$ cat src/rtl/mic1_bus_pkg.sv
// Shared constants and types for the MIC-1 memory bridge.
// It defines the FSM state codes, the operation kinds and the beat-count helpers.
package mic1_bus_pkg;

  localparam int unsigned BEATS_WORD = 4;
  localparam int unsigned BEATS_BYTE = 1;
  localparam int unsigned STATE_W    = 3;

  typedef logic [STATE_W-1:0] state_t;

  localparam logic [STATE_W-1:0] S_IDLE = 3'd0;
  localparam logic [STATE_W-1:0] S_ADDR = 3'd1;
  localparam logic [STATE_W-1:0] S_WAIT = 3'd2;
  localparam logic [STATE_W-1:0] S_DATA = 3'd3;
  localparam logic [STATE_W-1:0] S_DONE = 3'd4;

  typedef enum logic [1:0] {
    OP_RD    = 2'd0,
    OP_WR    = 2'd1,
    OP_FETCH = 2'd2
  } op_kind_t;

  // Index of the final data beat for an operation kind.
  function automatic logic [1:0] last_data_beat(input op_kind_t kind);
    return (kind == OP_FETCH) ? 2'(BEATS_BYTE - 1) : 2'(BEATS_WORD - 1);
  endfunction

endpackage

$ cat src/rtl/mic1_mem_bridge.sv
// Serialises MIC-1 word read/write and opcode-fetch requests onto an 8-bit pad bus.
// The assembled MDR word or MBR byte is returned with a one-cycle valid pulse.
module mic1_mem_bridge #(
  parameter int unsigned RD_LATENCY = 1,
  parameter int unsigned ADDR_W     = 32
) (
  input  logic              clk,
  input  logic              rst,
  input  logic              rd_req,
  input  logic              wr_req,
  input  logic              fetch_req,
  input  logic [ADDR_W-1:0] mar_in,
  input  logic [ADDR_W-1:0] pc_in,
  input  logic [31:0]       mdr_in,
  output logic [31:0]       mdr_out,
  output logic              mdr_valid,
  output logic [7:0]        mbr_out,
  output logic              mbr_valid,
  output logic              wr_done,
  output logic              busy,
  output logic              proto_err,
  output logic [7:0]        pad_out,
  input  logic [7:0]        pad_in,
  output logic              pad_oe,
  output logic [1:0]        bus_sel,
  output logic              bus_ale,
  output logic              bus_we,
  output logic              bus_re
);
  import mic1_bus_pkg::*;

  localparam int unsigned LAT_W = (RD_LATENCY > 1) ? $clog2(RD_LATENCY) : 1;
  localparam logic [LAT_W-1:0] LAT_LAST = LAT_W'((RD_LATENCY > 0) ? RD_LATENCY - 1 : 0);

  state_t            state, state_nxt;
  op_kind_t          op, op_nxt;
  logic [1:0]        beat, beat_nxt;
  logic [LAT_W-1:0]  lat, lat_nxt;
  logic              fetch_pend, pend_nxt;
  logic [ADDR_W-1:0] cur_addr, addr_nxt;
  logic [ADDR_W-1:0] pc_hold, pc_nxt;
  logic [31:0]       wdata, wdata_nxt;

  logic [31:0] mdr_nxt;
  logic [7:0]  mbr_nxt;
  logic [7:0]  pad_nxt;
  logic [1:0]  sel_nxt;
  logic        mdr_valid_nxt, mbr_valid_nxt, wr_done_nxt, busy_nxt, proto_nxt;
  logic        oe_nxt, ale_nxt, we_nxt, re_nxt;

  // MAR[31:30] fall off the word-to-byte shift.
  logic [1:0] unused_mar_hi;
  assign unused_mar_hi = mar_in[ADDR_W-1:ADDR_W-2];

  // Next state, counters and next values of every registered output.
  always_comb begin
    state_nxt = state;
    op_nxt    = op;
    beat_nxt  = beat;
    lat_nxt   = lat;
    pend_nxt  = fetch_pend;
    addr_nxt  = cur_addr;
    pc_nxt    = pc_hold;
    wdata_nxt = wdata;
    mdr_nxt   = mdr_out;
    mbr_nxt   = mbr_out;
    proto_nxt = 1'b0;

    case (state)
      S_IDLE: begin
        if (rd_req || wr_req || fetch_req) begin
          state_nxt = S_ADDR;
          beat_nxt  = 2'd0;
          pc_nxt    = pc_in;
          wdata_nxt = mdr_in;
          pend_nxt  = fetch_req && (rd_req || wr_req);
          proto_nxt = rd_req && wr_req;
          if (wr_req) begin
            op_nxt   = OP_WR;
            addr_nxt = {mar_in[ADDR_W-3:0], 2'b00};
          end else if (rd_req) begin
            op_nxt   = OP_RD;
            addr_nxt = {mar_in[ADDR_W-3:0], 2'b00};
          end else begin
            op_nxt   = OP_FETCH;
            addr_nxt = pc_in;
          end
        end
      end
      S_ADDR: begin
        if (beat == 2'(BEATS_WORD - 1)) begin
          beat_nxt = 2'd0;
          lat_nxt  = '0;
          state_nxt = (op == OP_WR || RD_LATENCY == 0) ? S_DATA : S_WAIT;
        end else begin
          beat_nxt = beat + 2'd1;
        end
      end
      S_WAIT: begin
        if (lat == LAT_LAST) begin
          state_nxt = S_DATA;
        end else begin
          lat_nxt = lat + LAT_W'(1);
        end
      end
      S_DATA: begin
        if (op == OP_RD) begin
          mdr_nxt[{beat, 3'b000} +: 8] = pad_in;
        end
        if (op == OP_FETCH) begin
          mbr_nxt = pad_in;
        end
        if (beat == last_data_beat(op)) begin
          beat_nxt  = 2'd0;
          state_nxt = S_DONE;
        end else begin
          beat_nxt = beat + 2'd1;
        end
      end
      S_DONE: begin
        if (fetch_pend) begin
          state_nxt = S_ADDR;
          op_nxt    = OP_FETCH;
          addr_nxt  = pc_hold;
          pend_nxt  = 1'b0;
          beat_nxt  = 2'd0;
        end else begin
          state_nxt = S_IDLE;
        end
      end
      default: begin
        state_nxt = S_IDLE;
        pend_nxt  = 1'b0;
      end
    endcase

    // Bus strobes for the cycle the FSM is about to enter.
    ale_nxt = (state_nxt == S_ADDR);
    we_nxt  = (state_nxt == S_DATA) && (op_nxt == OP_WR);
    re_nxt  = (state_nxt == S_DATA) && (op_nxt != OP_WR);
    oe_nxt  = ale_nxt || we_nxt;
    sel_nxt = (ale_nxt || state_nxt == S_DATA) ? beat_nxt : 2'd0;
    if (ale_nxt) begin
      pad_nxt = addr_nxt[{beat_nxt, 3'b000} +: 8];
    end else if (we_nxt) begin
      pad_nxt = wdata_nxt[{beat_nxt, 3'b000} +: 8];
    end else begin
      pad_nxt = 8'h00;
    end

    mdr_valid_nxt = (state_nxt == S_DONE) && (op_nxt == OP_RD);
    wr_done_nxt   = (state_nxt == S_DONE) && (op_nxt == OP_WR);
    mbr_valid_nxt = (state_nxt == S_DONE) && (op_nxt == OP_FETCH);
    busy_nxt      = (state_nxt != S_IDLE) || pend_nxt;
  end

  // State, datapath and output registers.
  always_ff @(posedge clk) begin
    if (rst) begin
      state      <= S_IDLE;
      op         <= OP_RD;
      beat       <= 2'd0;
      lat        <= '0;
      fetch_pend <= 1'b0;
      cur_addr   <= '0;
      pc_hold    <= '0;
      wdata      <= '0;
      mdr_out    <= '0;
      mbr_out    <= '0;
      mdr_valid  <= 1'b0;
      mbr_valid  <= 1'b0;
      wr_done    <= 1'b0;
      busy       <= 1'b0;
      proto_err  <= 1'b0;
      pad_out    <= '0;
      pad_oe     <= 1'b0;
      bus_sel    <= 2'd0;
      bus_ale    <= 1'b0;
      bus_we     <= 1'b0;
      bus_re     <= 1'b0;
    end else begin
      state      <= state_nxt;
      op         <= op_nxt;
      beat       <= beat_nxt;
      lat        <= lat_nxt;
      fetch_pend <= pend_nxt;
      cur_addr   <= addr_nxt;
      pc_hold    <= pc_nxt;
      wdata      <= wdata_nxt;
      mdr_out    <= mdr_nxt;
      mbr_out    <= mbr_nxt;
      mdr_valid  <= mdr_valid_nxt;
      mbr_valid  <= mbr_valid_nxt;
      wr_done    <= wr_done_nxt;
      busy       <= busy_nxt;
      proto_err  <= proto_nxt;
      pad_out    <= pad_nxt;
      pad_oe     <= oe_nxt;
      bus_sel    <= sel_nxt;
      bus_ale    <= ale_nxt;
      bus_we     <= we_nxt;
      bus_re     <= re_nxt;
    end
  end

endmodule

$ cat config.mk
export PLATFORM = sky130hd
export DESIGN_NAME = mic1_mem_bridge
export DESIGN_NICKNAME = d
export VERILOG_FILES = /design/src/rtl/mic1_bus_pkg.sv /design/src/rtl/mic1_mem_bridge.sv
export SDC_FILE = /design/constraint.sdc
export NUM_CORES = 1
export LEC_CHECK = 0
export CELL_PAD_IN_SITES_DETAIL_PLACEMENT = 1
export CELL_PAD_IN_SITES_GLOBAL_PLACEMENT = 2
export CORE_AREA = 2 2 159 161
export CTS_CLUSTER_SIZE = 12
export DETAILED_ROUTE_END_ITERATION = 8
export DIE_AREA = 0 0 161 163
export GPL_TIMING_DRIVEN = 0
export PLACE_DENSITY_LB_ADDON = 0.08
export SETUP_SLACK_MARGIN = 0.5
export SLEW_MARGIN = 20
export SYNTH_ARGS = -nofsm -noshare
export SYNTH_HDL_FRONTEND = slang
export SYNTH_SLANG_ARGS = --single-unit
$ cat constraint.sdc
create_clock -name clk -period 3.05 [get_ports clk]
set_input_delay 0.4575 -clock clk [delete_from_list [all_inputs] [get_ports clk]]
set_output_delay 0.4575 -clock clk [all_outputs]
set_load 0.02 [all_outputs]
==> flow_metrics.tcl <==
set metrics [dict create \
    ys_warn_count 0 \
    cts_tree "built" \
    fp.dieH_microns 163 \
    crit_buf_inv 4 \
    layout.nets 1159 \
    hpwl_mm 19.0 \
    crit_path_start_kind "register" \
    cts_num_sinks 163 \
    synth_fa_ha_area_share_pct 1.11 \
    grt_use_met3_pct 2.83 \
    crit_slowest_cell "dfxtp_4" \
    layout_common_cells "nand2_1 (221), clkdlybuf4s50_1 (162), dfxtp_1 (159)" \
    final_common_cell "nand2_1" \
    rsz0062_at_grt "true" \
    critical_path_peak_fanout 9 \
    met2_usage_pct 33.1 \
    routed_via_density 4.88 \
    stdcell_count 1389 \
    grt_pass1_vias 6885 \
    hold_ws_ps 437 \
    drtAntennaViolNets 0 \
    grt_busiest_layer "met2" \
    synth_compound_area_share_pct 21.4 \
    track_usage_pct 19.6 \
    grt_max_degree 17 \
    drtPass1Iterations 5 \
    tns_ps 0 \
    cp_cell_sequence "buf_6 -> clkinvlp_4 -> ha_1 -> clkbuf_4 -> o211a_1 -> buf_4 -> nor2_4 -> mux2_1 -> a21oi_2 -> o221ai_1" \
    p_per_area_nw_per_um2 536 \
    dieWidth_microns 161 \
    worstSkewPairLatency_ps 440 \
    synth_edf_count 0 \
    antenna_found_initial 1 \
    cts-root-buf "clkbuf_16" \
    synth-simple-area-share_pct 22.7 \
    timing.rr.start "beat[0]$_SDFF_PP0_" \
    grt_first_pass_wirelength_mm 39.3 \
    synth_nets 942 \
    endpoint_kind "register" \
    wirelength_mm 25.6 \
    slew_headroom_pct 28.3 \
    postSynthCellCount 827 \
    gp_congestion 0.772 \
    initial_core_util_pct 27.3 \
    ys_seq_area_share_pct 48.4 \
    synth_xor_area_share_pct 0 \
    drive_gt1_share_pct 12.7 \
    worst_hold_path.endpoint "proto_err$_SDFF_PP0_" \
    yosysTopAreaCell "dfxtp_1" \
    ys_dominant_reg_cell "dfxtp_1" \
    dieArea_sq_um 26200 \
    synth-seq-cells 163 \
    reg2reg_depth 10 \
    cts_buffers 17 \
    path_clk_slew_ps 60 \
    clk_path_buf_depth 2 \
    r2r_slack_ps 610 \
    hold_class "input pin to register" \
    synth_mux_area_share_pct 2.34 \
    power.leakage_nw 3.58 \
    slew_viol_final 0 \
    path_delay_family "buffers and inverters" \
    hold_depth 2 \
    overflow 0 \
    rows 58 \
    power_mw 5.29 \
    maxCapViolations 0 \
    wl_per_cell_microns 18.5 \
    fin_crit_sh_pct 80.0 \
    dp_cells 1322 \
    core-area_sq_um 24700 \
    yosysTopAreaCellShare_pct 48.4 \
    finalSetupViolations 0 \
    syn_avg_cell_area_sq_um 8.15 \
    min_period_ps 2440 \
    gr-usage-met1_pct 26.5 \
    hold_viol_final 0 \
    drcViolationCount 0 \
    ios 168 \
    critPathArrivalTime_ps 2710 \
    io_buffers 165 \
    worstPathRequired_ps 3320 \
    path_class "register to register" \
    synth_top_family_by_area "simple AND/OR/NAND/NOR gates" \
    skew_ps 11.5 \
    worst_pin_slew_ps 1070 \
    fin_util_pct 40.0 \
    vdd_drop_max_v 0.000331 \
    r2r_end "pad_out[6]$_SDFF_PP0_" \
    status "finished clean" \
    h-tree-depth 4 \
    syn_area_sq_um 6740 \
    area_growth_pct 46.4 \
    synth_cell_types 56 \
    max_freq_mhz 410 \
    yosys-top-cells-area "dfxtp_1 (48%), nand2_1 (13%), a21oi_1 (10%), a222oi_1 (3.0%), clkbuf_1 (2.6%)" \
    drtIter0Drc 398 \
    num_vias 6784 \
    hold_start "rd_req" \
    async_flop_share_pct 0 \
    slowest_delay_ps 370 \
]
[registers in the layout, summed over array words and instances (netlist names)]
register,flops
mdr_valid,1
fetch_pend,1
mdr_out,32
beat,2
bus_ale,1
mbr_out,8
mbr_valid,1
bus_re,1
pad_out,8
proto_err,1
pad_oe,1
bus_we,1
busy,1
cur_addr,32
pc_hold,32
bus_sel,2
wdata,32
state,3
wr_done,1
op,2
[where the power goes]
| part | leakage [nW] | internal [mW] | switching, mW |
|---|---|---|---|
| logic | 1.98 | 0.388 | 0.498 |
| clock network | 0.260 | 1.15 | 0.929 |
| registers | 1.34 | 2.25 | 0.0733 |
[cell usage after synthesis (2+ instances only)]
cell type  number
and2_1         10
ha_1            6
dfxtp_1       163
o31ai_1         6
or2_2           4
or3_1           8
o221ai_1        8
nor3b_1         4
a222oi_1       20
nand3_1        32
nor2_1         39
mux2i_1         9
nand4_1         2
o221a_1         6
a21oi_1       135
clkbuf_1       46
a22oi_1        12
nand2b_1        3
inv_1           6
mux2_1          5
and3_1          4
nand2_1       225
a31oi_1         9
a211oi_1        2
o21ai_0         3
a211oi_2        2
buf_1           6
nor2b_1         4
buf_2           8
nor3_1          9
o21ai_1         6
[cells by family after synthesis]
group,count (synthesis)
AOI/OAI and AO/OA,222
adders and majority gates,6
buffers and inverters,67
DFF,163
muxes,15
and+or+nand+nor,354
[worst max-delay path by stage]
stage | depth (start not counted) | slack [ps] | end | startpoint
floorplan | 10 | 640 | pad_out[2]$_SDFF_PP0_ | beat[0]$_SDFF_PP0_
global placement | 8 | -460 | pad_out[0]$_SDFF_PP0_ | wr_req
detailed placement | 8 | -410 | pad_out[0]$_SDFF_PP0_ | wr_req
CTS | 9 | 410 | pad_out[4]$_SDFF_PP0_ | rd_req
global route | 12 | 490 | pad_out[4]$_SDFF_PP0_ | state[1]$_SDFF_PP0_
finish | 10 | 610 | pad_out[6]$_SDFF_PP0_ | beat[0]$_SDFF_PP0_
[worst reg2reg max path: stages (launching register included)]
cell and delay, ps:
dfxtp_4 370, buf_6 140, clkinvlp_4 90, ha_1 290, clkbuf_4 170, o211a_1 120
buf_4 170, nor2_4 170, mux2_1 360, a21oi_2 210, o221ai_1 190
[metal layers]
layer | vias to the layer above | part of all wire, %
li1 | 3337 | -
met1 | 3297 | 48
met2 | 130 | 48
met3 | 20 | 3.1
met4 | 0 | 1.3
met5 | - | 0
[layout make-up]
type / instances / area, sq um
Fill cell: 2920 / 14800
Multi-Input combinational cell: 597 / 3370
Sequential cell: 163 / 3270
Timing Repair Buffer: 198 / 1920
Clock buffer: 21 / 450
Tap cell: 330 / 413
Buffer: 61 / 312
Clock inverter: 11 / 105
Inverter: 6 / 26.3
Antenna cell: 2 / 5.00
[repair_timing]
action	4_1_cts	5_1_grt
cloned	0	0
resized for setup	46	38
setup buffers	25	8
endpoints found under the setup margin	104	57
hold buffers	0	0
pin swaps	15	8
[per-stage QoR]
| step | worst slack (ps) | area, sq um |
|---|---|---|
| final | 611 | 9860 |
| after global routing | 486 | 9860 |
| after CTS | 410 | 9700 |
| after detailed placement | -412 | 8810 |
| after global placement | -458 | 8800 |
| after floorplan | 636 | 6740 |
(Power assumes the default switching activity.)
